File: src/rtl/serial_pkg.sv
// Shared definitions for the serial link blocks: transmitter state encoding,
// bit-period divisor calculation and frame length.
package serial_pkg;

  typedef enum logic [1:0] {
    IDLE  = 2'd0,
    START = 2'd1,
    DATA  = 2'd2,
    STOP  = 2'd3
  } tx_state_t;

  localparam int FRAME_BITS = 10;

  // Rounded clocks-per-bit so the line rate error stays below half a cycle.
  function automatic int div_calc(input int clk_hz, input int baud);
    return (clk_hz + baud / 2) / baud;
  endfunction

endpackage

File: src/rtl/serial_tx_fifo.sv
// Synchronous byte FIFO with registered pointers and occupancy count.
// Writes when full and reads when empty are ignored.
module serial_tx_fifo
  import serial_pkg::*;
#(
  parameter int DEPTH = 16
) (
  input  logic                     clk,
  input  logic                     rst,
  input  logic                     wr_en,
  input  logic [7:0]               wr_data,
  input  logic                     rd_en,
  output logic [7:0]               rd_data,
  output logic                     full,
  output logic                     empty,
  output logic [$clog2(DEPTH):0]   count
);

  localparam int AW = $clog2(DEPTH);
  localparam logic [AW:0] FULL_CNT = (AW + 1)'(DEPTH);

  logic [7:0]    r_mem [DEPTH];
  logic [AW-1:0] r_wr_ptr;
  logic [AW-1:0] r_rd_ptr;
  logic [AW:0]   r_count;
  logic          w_wr;
  logic          w_rd;

  assign full    = (r_count == FULL_CNT);
  assign empty   = (r_count == '0);
  assign count   = r_count;
  assign rd_data = r_mem[r_rd_ptr];
  assign w_wr    = wr_en && !full;
  assign w_rd    = rd_en && !empty;

  always_ff @(posedge clk) begin
    if (w_wr) begin
      r_mem[r_wr_ptr] <= wr_data;
    end
  end

  // Power-of-two depth lets the pointers wrap by plain overflow.
  always_ff @(posedge clk) begin
    if (rst) begin
      r_wr_ptr <= '0;
      r_rd_ptr <= '0;
      r_count  <= '0;
    end else begin
      if (w_wr) begin
        r_wr_ptr <= r_wr_ptr + AW'(1);
      end
      if (w_rd) begin
        r_rd_ptr <= r_rd_ptr + AW'(1);
      end
      case ({w_wr, w_rd})
        2'b10:   r_count <= r_count + (AW + 1)'(1);
        2'b01:   r_count <= r_count - (AW + 1)'(1);
        default: r_count <= r_count;
      endcase
    end
  end

endmodule

File: src/rtl/serial_tx.sv
// 8N1 UART transmitter fed from a byte FIFO. Defining SERIAL_TX_CTS_EN adds
// a synchronised active-low clear-to-send gate checked only at frame start.
module serial_tx
  import serial_pkg::*;
#(
  parameter int CLK_HZ     = 74250000,
  parameter int BAUD       = 115200,
  parameter int FIFO_DEPTH = 16
) (
  input  logic                          clk74,
  input  logic                          reset,
  input  logic [7:0]                    tx_byte,
  input  logic                          tbyte_valid,
  output logic                          tbyte_ready,
  input  logic                          cts_n,
  output logic                          tx,
  output logic                          busy,
  output logic [$clog2(FIFO_DEPTH):0]   fifo_count
);

  localparam int DIV = div_calc(CLK_HZ, BAUD);
  localparam int CW  = $clog2(DIV);
  localparam logic [CW-1:0] CNT_LAST = CW'(DIV - 1);

  tx_state_t   r_state;
  tx_state_t   w_state_nxt;
  logic [CW-1:0] r_cnt;
  logic [CW-1:0] w_cnt_nxt;
  logic [2:0]  r_bit;
  logic [2:0]  w_bit_nxt;
  logic [7:0]  r_shift;
  logic [7:0]  w_shift_nxt;
  logic        r_tx;
  logic        r_busy;
  logic        r_ready_en;
  logic        w_line;
  logic        w_pop;
  logic        w_clear;
  logic        w_full;
  logic        w_empty;
  logic        w_bit_end;
  logic [7:0]  w_head;

`ifdef SERIAL_TX_CTS_EN
  logic r_cts_meta;
  logic r_cts_sync;

  always_ff @(posedge clk74) begin
    if (reset) begin
      r_cts_meta <= 1'b1;
      r_cts_sync <= 1'b1;
    end else begin
      r_cts_meta <= cts_n;
      r_cts_sync <= r_cts_meta;
    end
  end

  assign w_clear = ~r_cts_sync;
`else
  logic w_unused_cts;
  assign w_unused_cts = cts_n;
  assign w_clear      = 1'b1;
`endif

  assign tbyte_ready = r_ready_en && !w_full;
  assign tx          = r_tx;
  assign busy        = r_busy;
  assign w_bit_end   = (r_cnt == CNT_LAST);

  serial_tx_fifo #(
    .DEPTH (FIFO_DEPTH)
  ) u_fifo (
    .clk     (clk74),
    .rst     (reset),
    .wr_en   (tbyte_valid && tbyte_ready),
    .wr_data (tx_byte),
    .rd_en   (w_pop),
    .rd_data (w_head),
    .full    (w_full),
    .empty   (w_empty),
    .count   (fifo_count)
  );

  always_comb begin
    w_state_nxt = r_state;
    w_cnt_nxt   = r_cnt;
    w_bit_nxt   = r_bit;
    w_shift_nxt = r_shift;
    w_pop       = 1'b0;
    w_line      = 1'b1;
    case (r_state)
      IDLE: begin
        w_cnt_nxt = '0;
        if (!w_empty && w_clear) begin
          w_pop       = 1'b1;
          w_shift_nxt = w_head;
          w_state_nxt = START;
        end else begin
          w_state_nxt = IDLE;
        end
      end
      START: begin
        w_line = 1'b0;
        if (w_bit_end) begin
          w_cnt_nxt   = '0;
          w_bit_nxt   = 3'd0;
          w_state_nxt = DATA;
        end else begin
          w_cnt_nxt = r_cnt + CW'(1);
        end
      end
      DATA: begin
        w_line = r_shift[0];
        if (w_bit_end) begin
          w_cnt_nxt   = '0;
          w_shift_nxt = {1'b0, r_shift[7:1]};
          if (r_bit == 3'd7) begin
            w_state_nxt = STOP;
          end else begin
            w_bit_nxt = r_bit + 3'd1;
          end
        end else begin
          w_cnt_nxt = r_cnt + CW'(1);
        end
      end
      STOP: begin
        w_line = 1'b1;
        if (w_bit_end) begin
          w_cnt_nxt = '0;
          // Chain straight into the next start bit so back-to-back frames abut.
          if (!w_empty && w_clear) begin
            w_pop       = 1'b1;
            w_shift_nxt = w_head;
            w_state_nxt = START;
          end else begin
            w_state_nxt = IDLE;
          end
        end else begin
          w_cnt_nxt = r_cnt + CW'(1);
        end
      end
      default: begin
        w_state_nxt = IDLE;
        w_cnt_nxt   = '0;
      end
    endcase
  end

  always_ff @(posedge clk74) begin
    if (reset) begin
      r_state <= IDLE;
      r_cnt   <= '0;
      r_bit   <= 3'd0;
      r_shift <= 8'h00;
    end else begin
      r_state <= w_state_nxt;
      r_cnt   <= w_cnt_nxt;
      r_bit   <= w_bit_nxt;
      r_shift <= w_shift_nxt;
    end
  end

  // Line and status are registered, so tx trails the FSM state by one cycle.
  always_ff @(posedge clk74) begin
    if (reset) begin
      r_tx       <= 1'b1;
      r_busy     <= 1'b0;
      r_ready_en <= 1'b0;
    end else begin
      r_tx       <= w_line;
      r_busy     <= (r_state != IDLE) || !w_empty;
      r_ready_en <= 1'b1;
    end
  end

endmodule

File: config.mk
export PLATFORM = sky130hd
export DESIGN_NAME = serial_tx
export DESIGN_NICKNAME = d
export VERILOG_FILES = /design/src/rtl/serial_pkg.sv /design/src/rtl/serial_tx_fifo.sv /design/src/rtl/serial_tx.sv
export SDC_FILE = /design/constraint.sdc
export NUM_CORES = 1
export LEC_CHECK = 0
export ABC_AREA = 1
export CAP_MARGIN = 20
export CORE_UTILIZATION = 66
export DETAILED_ROUTE_END_ITERATION = 7
export PLACE_DENSITY = 0.91
export SLEW_MARGIN = 30
export SYNTH_ARGS = -nofsm -noshare
export SYNTH_HDL_FRONTEND = slang
export SYNTH_SLANG_ARGS = --single-unit
File: constraint.sdc
create_clock -name clk74 -period 4.8 [get_ports clk74]
set_input_delay 0.96 -clock clk74 [delete_from_list [all_inputs] [get_ports clk74]]
set_output_delay 0.96 -clock clk74 [all_outputs]
set_load 0.005 [all_outputs]
==> results of run 1 <==
[state kept, by name, summed over array words and instances (netlist names), named ones only]
| name | flops |
|---|---|
| tx | 1 |
| r_bit | 3 |
| r_ready_en | 1 |
| r_shift | 8 |
| busy | 1 |
| u_fifo.r_wr_ptr | 4 |
| r_cnt | 10 |
| u_fifo.count | 5 |
| r_state | 2 |
| u_fifo.r_rd_ptr | 4 |
| u_fifo.r_mem | 128 |
[metrics by stage]
| step | std cells | setup WS (ns) | util, % |
|---|---|---|---|
| after global routing | 953 | 1.320 | 75.88 |
| after detailed placement | 922 | 1.731 | 70.67 |
| final | 953 | 1.618 | 75.88 |
| after global placement | 922 | 1.847 | 70.64 |
| after floorplan | 791 | 2.396 | - |
| after CTS | 953 | 1.688 | 75.93 |
[cells by family (layout without fill, tap and decap cells)]
family | count (synthesis) | count (layout) | synth area share [%]
AO/OA/AOI/OAI | 52 | 52 | 3.900
AND/OR/NAND/NOR | 415 | 415 | 23.10
adder cells (fa/ha/maj) | 18 | 18 | 2.962
XOR/XNOR | 8 | 8 | 0.9215
buffers and inverters | 127 | 149 | 7.240
flip-flops | 171 | 171 | 61.87
[critical path, stage by stage (launching register included)]
cell	delay (ns)
dfxtp_1	0.34
inv_1	0.07
ha_1	0.16
nand2_1	0.06
nor2_2	0.13
nand3b_4	0.14
o21ai_2	0.23
nand2_1	0.19
inv_2	0.16
ha_1	0.29
xor2_1	0.24
ha_1	0.18
inv_1	0.04
nand2_1	0.09
nand2_1	0.07
o21ai_0	0.16
nand3_1	0.13
o21ai_0	0.26
a21oi_1	0.10
[power by group through the flow]
stage,logic (mW),registers (mW),clock network (mW)
detailed placement,1.21,1.76,0
global placement,1.14,1.75,0
global route,1.44,1.74,1.44
floorplan,0.952,1.74,0
finish,1.33,1.74,1.39
CTS,1.29,1.73,1.38
[worst min-delay path by stage]
stage / from / end / cells past startpoint / slack [ns]
global placement: r_cnt[0]$_SDFF_PP0_ / r_cnt[0]$_SDFF_PP0_ / 1 / 0.45
finish: r_shift[1]$_SDFFE_PP0P_ / r_shift[1]$_SDFFE_PP0P_ / 2 / 0.47
global route: r_bit[1]$_SDFFE_PP0P_ / r_bit[1]$_SDFFE_PP0P_ / 2 / 0.50
detailed placement: r_cnt[0]$_SDFF_PP0_ / r_cnt[0]$_SDFF_PP0_ / 1 / 0.46
CTS: r_shift[1]$_SDFFE_PP0P_ / r_shift[1]$_SDFFE_PP0P_ / 2 / 0.47
floorplan: r_shift[0]$_SDFFE_PP0P_ / tx$_SDFF_PP1_ / 2 / 0.43
[layer usage]
layer,global-route usage (%),up-vias
met5,0,-
met2,54.85,447
met1,44.65,2751
met4,14.86,0
met3,9.603,101
li1,-,2598
[synthesized netlist by cell type, drive strengths merged (2+ instances only)]
| library cell | instances |
|---|---|
| o211ai | 2 |
| dfxtp | 43 |
| clkbuf | 6 |
| xor2 | 6 |
| buf | 23 |
| a21oi | 30 |
| or2 | 2 |
| inv | 98 |
| ha | 18 |
| nand3 | 96 |
| nand2 | 238 |
| xnor2 | 2 |
| nor2 | 70 |
| nor3 | 4 |
| o21ai | 19 |
| edfxtp | 128 |
[final cells by class]
type / instances / area (um2)
Sequential cell: 171 / 4706
Fill cell: 646 / 2660
Multi-Input combinational cell: 493 / 2349
Clock buffer: 18 / 429.2
Inverter: 98 / 370.4
Timing Repair Buffer: 20 / 190.2
Tap cell: 140 / 175.2
Clock inverter: 13 / 151.4
==> results.sh, run 1 <==
export IMPL_vdd_drop_max_v=0.0004648
export IMPL_worstSetupEndpointType="register"
export IMPL_regToRegSetupSlack_ns=1.62
export IMPL_combPwrFrac_pct=29.8
export IMPL_status="finished clean"
export IMPL_drv_slew=0
export IMPL_power_frac_clock_pct=31.3
export IMPL_layout_common_cells="234 x nand2_1, 128 x edfxtp_1, 96 x nand3_1"
export IMPL_cp_required_ns=5.10
export IMPL_hold_viol=0
export IMPL_drc=0
export IMPL_syn_inst=791
export IMPL_grt_max_degree=68
export IMPL_critical_path_endpoint="u_fifo.count[4]$_SDFFE_PP0P_"
export IMPL_rr_worst_depth=18
export IMPL_synth_cell_types=33
export IMPL_core_um2=11030
export IMPL_reg2reg_from="r_cnt[0]$_SDFF_PP0_"
export IMPL_setup_violations=0
export IMPL_period_minus_slack_ns=3.182
export IMPL_vias=5897
export IMPL_dp_hpwl_um=10330
export IMPL_wl_um=19100
export IMPL_holdWs_ns=0.4706
export IMPL_powerDensity_nw_per_um2=532.5
export IMPL_final_cell_area_um2=8371
export IMPL_die_y_um=109.3
export IMPL_synthesis_nets=821
export IMPL_crit_type="register to register"
export IMPL_post_route_period_util_pct=66.30
export IMPL_overflow=0
export IMPL_wl_met2_um=9352
export IMPL_ys_ff_latch=171
export IMPL_drive_above_1_share_pct=6.642
export IMPL_synth_main_ff_cell="edfxtp_1"
export IMPL_wl_met1_um=6735
export IMPL_nets=831
export IMPL_syn2layout_area_growth_pct=10.09
export IMPL_skew_ns=0.008567
export IMPL_placed_area_um2=7795
export IMPL_tns_ns=0
export IMPL_pin_count=20
export IMPL_htree_num_levels=4
export IMPL_layout_commonest_cell="nand2_1"
export IMPL_start_util_pct=68.93
export IMPL_tightest_slew_ns=0.8474
export IMPL_synth_area_um2=7604
export IMPL_cts_made_buffers=17
export IMPL_cts_reportedPaths_clkPinSlew_ns=0.06
export IMPL_vias_per_cell=6.188
export IMPL_drv_cap=0
export IMPL_hold_path_class="register to register"
export IMPL_yosys_warnings=0
export IMPL_p_leak_nw=3.482
export IMPL_synth_seq_area_share_pct=61.87
export IMPL_drtIter0Drc=1131
export IMPL_drt_pass1_iter_count=8
export IMPL_track_usage_pct=34.44
export IMPL_yosysTopAreaCellShare_pct=50.55
export IMPL_fmax_ghz=0.3142
export IMPL_grt_antenna_before_repair=0
export IMPL_rsz0062_at_grt="no"
export IMPL_cp_max_fo=5
export IMPL_worstReg2RegEnd="u_fifo.count[4]$_SDFFE_PP0P_"
export IMPL_pwr_share_seq_pct=39.0
export IMPL_ctsResizeCount=0
export IMPL_async_reset_ff_share_pct=0
export IMPL_p_total_mw=4.457
export IMPL_cts_setup_buffers=0
export IMPL_cts_tree="built"
export IMPL_grt_pass1_wl_um=29760
export IMPL_wl_per_cell_um=20.04
export IMPL_synth_edf_count=128
export IMPL_netlist_top_cells_area="edfxtp_1 51%, nand2_1 12%, dfxtp_1 11%"
export IMPL_power_internal_mw=2.879
export IMPL_top_layer="met4"
export IMPL_die_w_um=109.3
export IMPL_cp_arrival_ns=3.48
export IMPL_crit_start="r_cnt[0]$_SDFF_PP0_"
export IMPL_slew_limit_headroom_pct=43.29
export IMPL_wl_met3_um=2181
export IMPL_gp_congestion=0.8181
export IMPL_antenna_cells=0
export IMPL_start_kind="register"
export IMPL_die_area_um2=11950
export IMPL_grt_pass1_vias=5752
export IMPL_clock_latency_ns=0.43
export IMPL_rows=38
export IMPL_ctsLongestPathBuffers=2
export IMPL_cts_sinks=171
export IMPL_yosysTopAreaCell="edfxtp_1"
export IMPL_syn_area_per_cell_um2=9.613
export IMPL_ctsHoldBuffers=0
export IMPL_final_antenna_net_count=0
export IMPL_switching_power_mw=1.579
export IMPL_switching_share_pct=35.42
export IMPL_io_buffers=18
export IMPL_cts_root_buf="clkbuf_16"
No activity file was read; power rests on OpenSTA's default activity.
==> run 2: changes to the inputs <==
--- a/config.mk
+++ b/config.mk
@@ -7,9 +7,9 @@
 export LEC_CHECK = 0
 export ABC_AREA = 1
 export CAP_MARGIN = 20
-export CORE_UTILIZATION = 66
+export CORE_UTILIZATION = 56
 export DETAILED_ROUTE_END_ITERATION = 7
-export PLACE_DENSITY = 0.91
+export PLACE_DENSITY = 0.83
 export SLEW_MARGIN = 30
 export SYNTH_ARGS = -nofsm -noshare
 export SYNTH_HDL_FRONTEND = slang
==> constraint.sdc (replaced) <==
create_clock -name clk74 -period 2.7 [get_ports clk74]
set_input_delay 0.54 -clock clk74 [delete_from_list [all_inputs] [get_ports clk74]]
set_output_delay 0.54 -clock clk74 [all_outputs]
set_load 0.005 [all_outputs]
==> run 2 against run 1 <==
Total power grew 81%. Clock skew shrank 0.0030 ns. Utilization shrank 9.7 points. Largest power group unchanged. Die area grew 18%. Final cell count grew 6.8%. Setup slack lost 1.4 ns. Clock power grew 89%. Clock-buffer cell count shrank 1. Highest routed layer unchanged.
==> results.sh, run 2 (synthesis results as in run 1) <==
export IMPL_antenna_cells=0
export IMPL_track_usage_pct=23.12
export IMPL_cts_made_buffers=17
export IMPL_drc=0
export IMPL_vias=5304
export IMPL_htree_num_levels=4
export IMPL_clock_latency_ns=0.43
export IMPL_syn2layout_area_growth_pct=15.22
export IMPL_holdWs_ns=0.4300
export IMPL_dp_hpwl_um=9209
export IMPL_grt_pass1_wl_um=24540
export IMPL_drt_pass1_iter_count=5
export IMPL_ctsHoldBuffers=0
export IMPL_overflow=0
export IMPL_vias_per_cell=5.210
export IMPL_cts_tree="built"
export IMPL_core_um2=13240
export IMPL_skew_ns=0.005594
export IMPL_powerDensity_nw_per_um2=920.4
export IMPL_layout_commonest_cell="nand2_1"
export IMPL_p_leak_nw=3.660
export IMPL_worstSetupEndpointType="register"
export IMPL_die_w_um=118.5
export IMPL_tightest_slew_ns=0.7842
export IMPL_layout_common_cells="231 x nand2_1, 128 x edfxtp_1, 95 x nand3_1"
export IMPL_tns_ns=0
export IMPL_wl_per_cell_um=15.03
export IMPL_start_util_pct=57.42
export IMPL_cts_reportedPaths_clkPinSlew_ns=0.06
export IMPL_period_minus_slack_ns=2.485
export IMPL_cts_sinks=171
export IMPL_hold_path_class="register to register"
export IMPL_die_y_um=118.5
export IMPL_reg_top3="u_fifo.r_mem x128, r_cnt x10, r_shift x8"
export IMPL_drv_cap=0
export IMPL_drtIter0Drc=428
export IMPL_final_util_pct=66.16
export IMPL_layout_cells_non_filler=1018
export IMPL_setup_violations=0
export IMPL_nets=859
export IMPL_vdd_drop_max_v=0.0005607
export IMPL_grt_antenna_before_repair=0
export IMPL_io_buffers=18
export IMPL_drv_slew=0
export IMPL_crit_type="register to register"
export IMPL_drive_above_1_share_pct=11.64
export IMPL_status="finished clean"
export IMPL_path_cells="inv_1 > ha_2 > nand2_1 > nor2_2 > nand3b_4 > o21ai_4 > nand2_2 > inv_2 > ha_4 > xor2_2 > ha_2 > inv_1 > nand2_2 > nand2_2 > o21ai_2 > nand3_2 > o21ai_1 > a21oi_1"
export IMPL_rows=42
export IMPL_ctsLongestPathBuffers=2
export IMPL_hold_viol=0
export IMPL_die_area_um2=14050
export IMPL_fmax_ghz=0.4024
export IMPL_regMostFlops="u_fifo.r_mem"
export IMPL_gp_congestion=0.8563
export IMPL_dpl_cell_count=978
export IMPL_slowest_delay_ns=0.33
export IMPL_pin_count=20
export IMPL_cp_arrival_ns=2.81
export IMPL_largest_reg_flops=128
export IMPL_start_kind="register"
export IMPL_final_antenna_net_count=0
export IMPL_grt_max_degree=68
export IMPL_post_route_period_util_pct=92.05
export IMPL_wl_um=15300
export IMPL_cts_root_buf="clkbuf_16"
export IMPL_slowest_stage="dfxtp_2"
export IMPL_cpMostUsedCell="nand2_2"
export IMPL_slew_limit_headroom_pct=47.56
export IMPL_cp_max_fo=4
export IMPL_cp_required_ns=3.02
export IMPL_grt_pass1_vias=5002
-- run 2: cell type report --
cell class / count / area, um2
inverter: 98 / 367.9
sequential: 171 / 4710
multi-input combinational: 493 / 2397
timing repair buffer: 48 / 417.9
tap: 176 / 220.2
clock inverter: 15 / 222.7
fill: 954 / 4482
clock buffer: 17 / 425.4
-- run 2: repair_timing --
item	CTS	global route
setup buffers	0	8
pin swaps	0	7
setup endpoints to repair	1	1
gates resized for setup	1	15
hold endpoints to repair	0	0
-- run 2: through the flow --
stage	setup slack (ns)	instance area, um2	power (mW)
finish	0.2147	8761	8.063
global route	-0.001510	8761	8.494
CTS	0.01193	8651	7.877
detailed placement	0.05673	8000	5.255
global placement	0.1357	8000	5.207
floorplan	0.2960	7604	4.787
-- run 2: worst paths after layout --
check                      startpoint                           end  slack [ns]  depth (start not counted)
setup / recovery  r_cnt[0]$_SDFF_PP0_  u_fifo.count[4]$_SDFFE_PP0P_        0.21                         18
hold / removal    r_cnt[0]$_SDFF_PP0_           r_cnt[0]$_SDFF_PP0_        0.43                          1
setup reg to reg  r_cnt[0]$_SDFF_PP0_  u_fifo.count[4]$_SDFFE_PP0P_        0.21                         18
hold reg to reg   r_cnt[0]$_SDFF_PP0_           r_cnt[0]$_SDFF_PP0_        0.43                          1
-- run 2: layer usage --
metal / GRT usage, % / wire length (um)
met2: 37.72 / 7459
met5: 0 / 0
met3: 5.309 / 1272
met1: 29.75 / 6241
met4: 9.731 / 327
-- run 2: critical path: cells and delay by family, from the launching register on --
family                     cells  cell delay [ns]
buffers and inverters          3             0.18
and+or+nand+nor                7             0.66
DFF                            1             0.33
xor gates and xnor gates       1             0.17
adders and majority gates      3             0.49
AOI/OAI and AO/OA              4             0.55
-- run 2: report_power, final --
group	internal [mW]	switching, mW
clock	1.64	0.992
combinational	0.864	1.50
sequential	2.97	0.0962
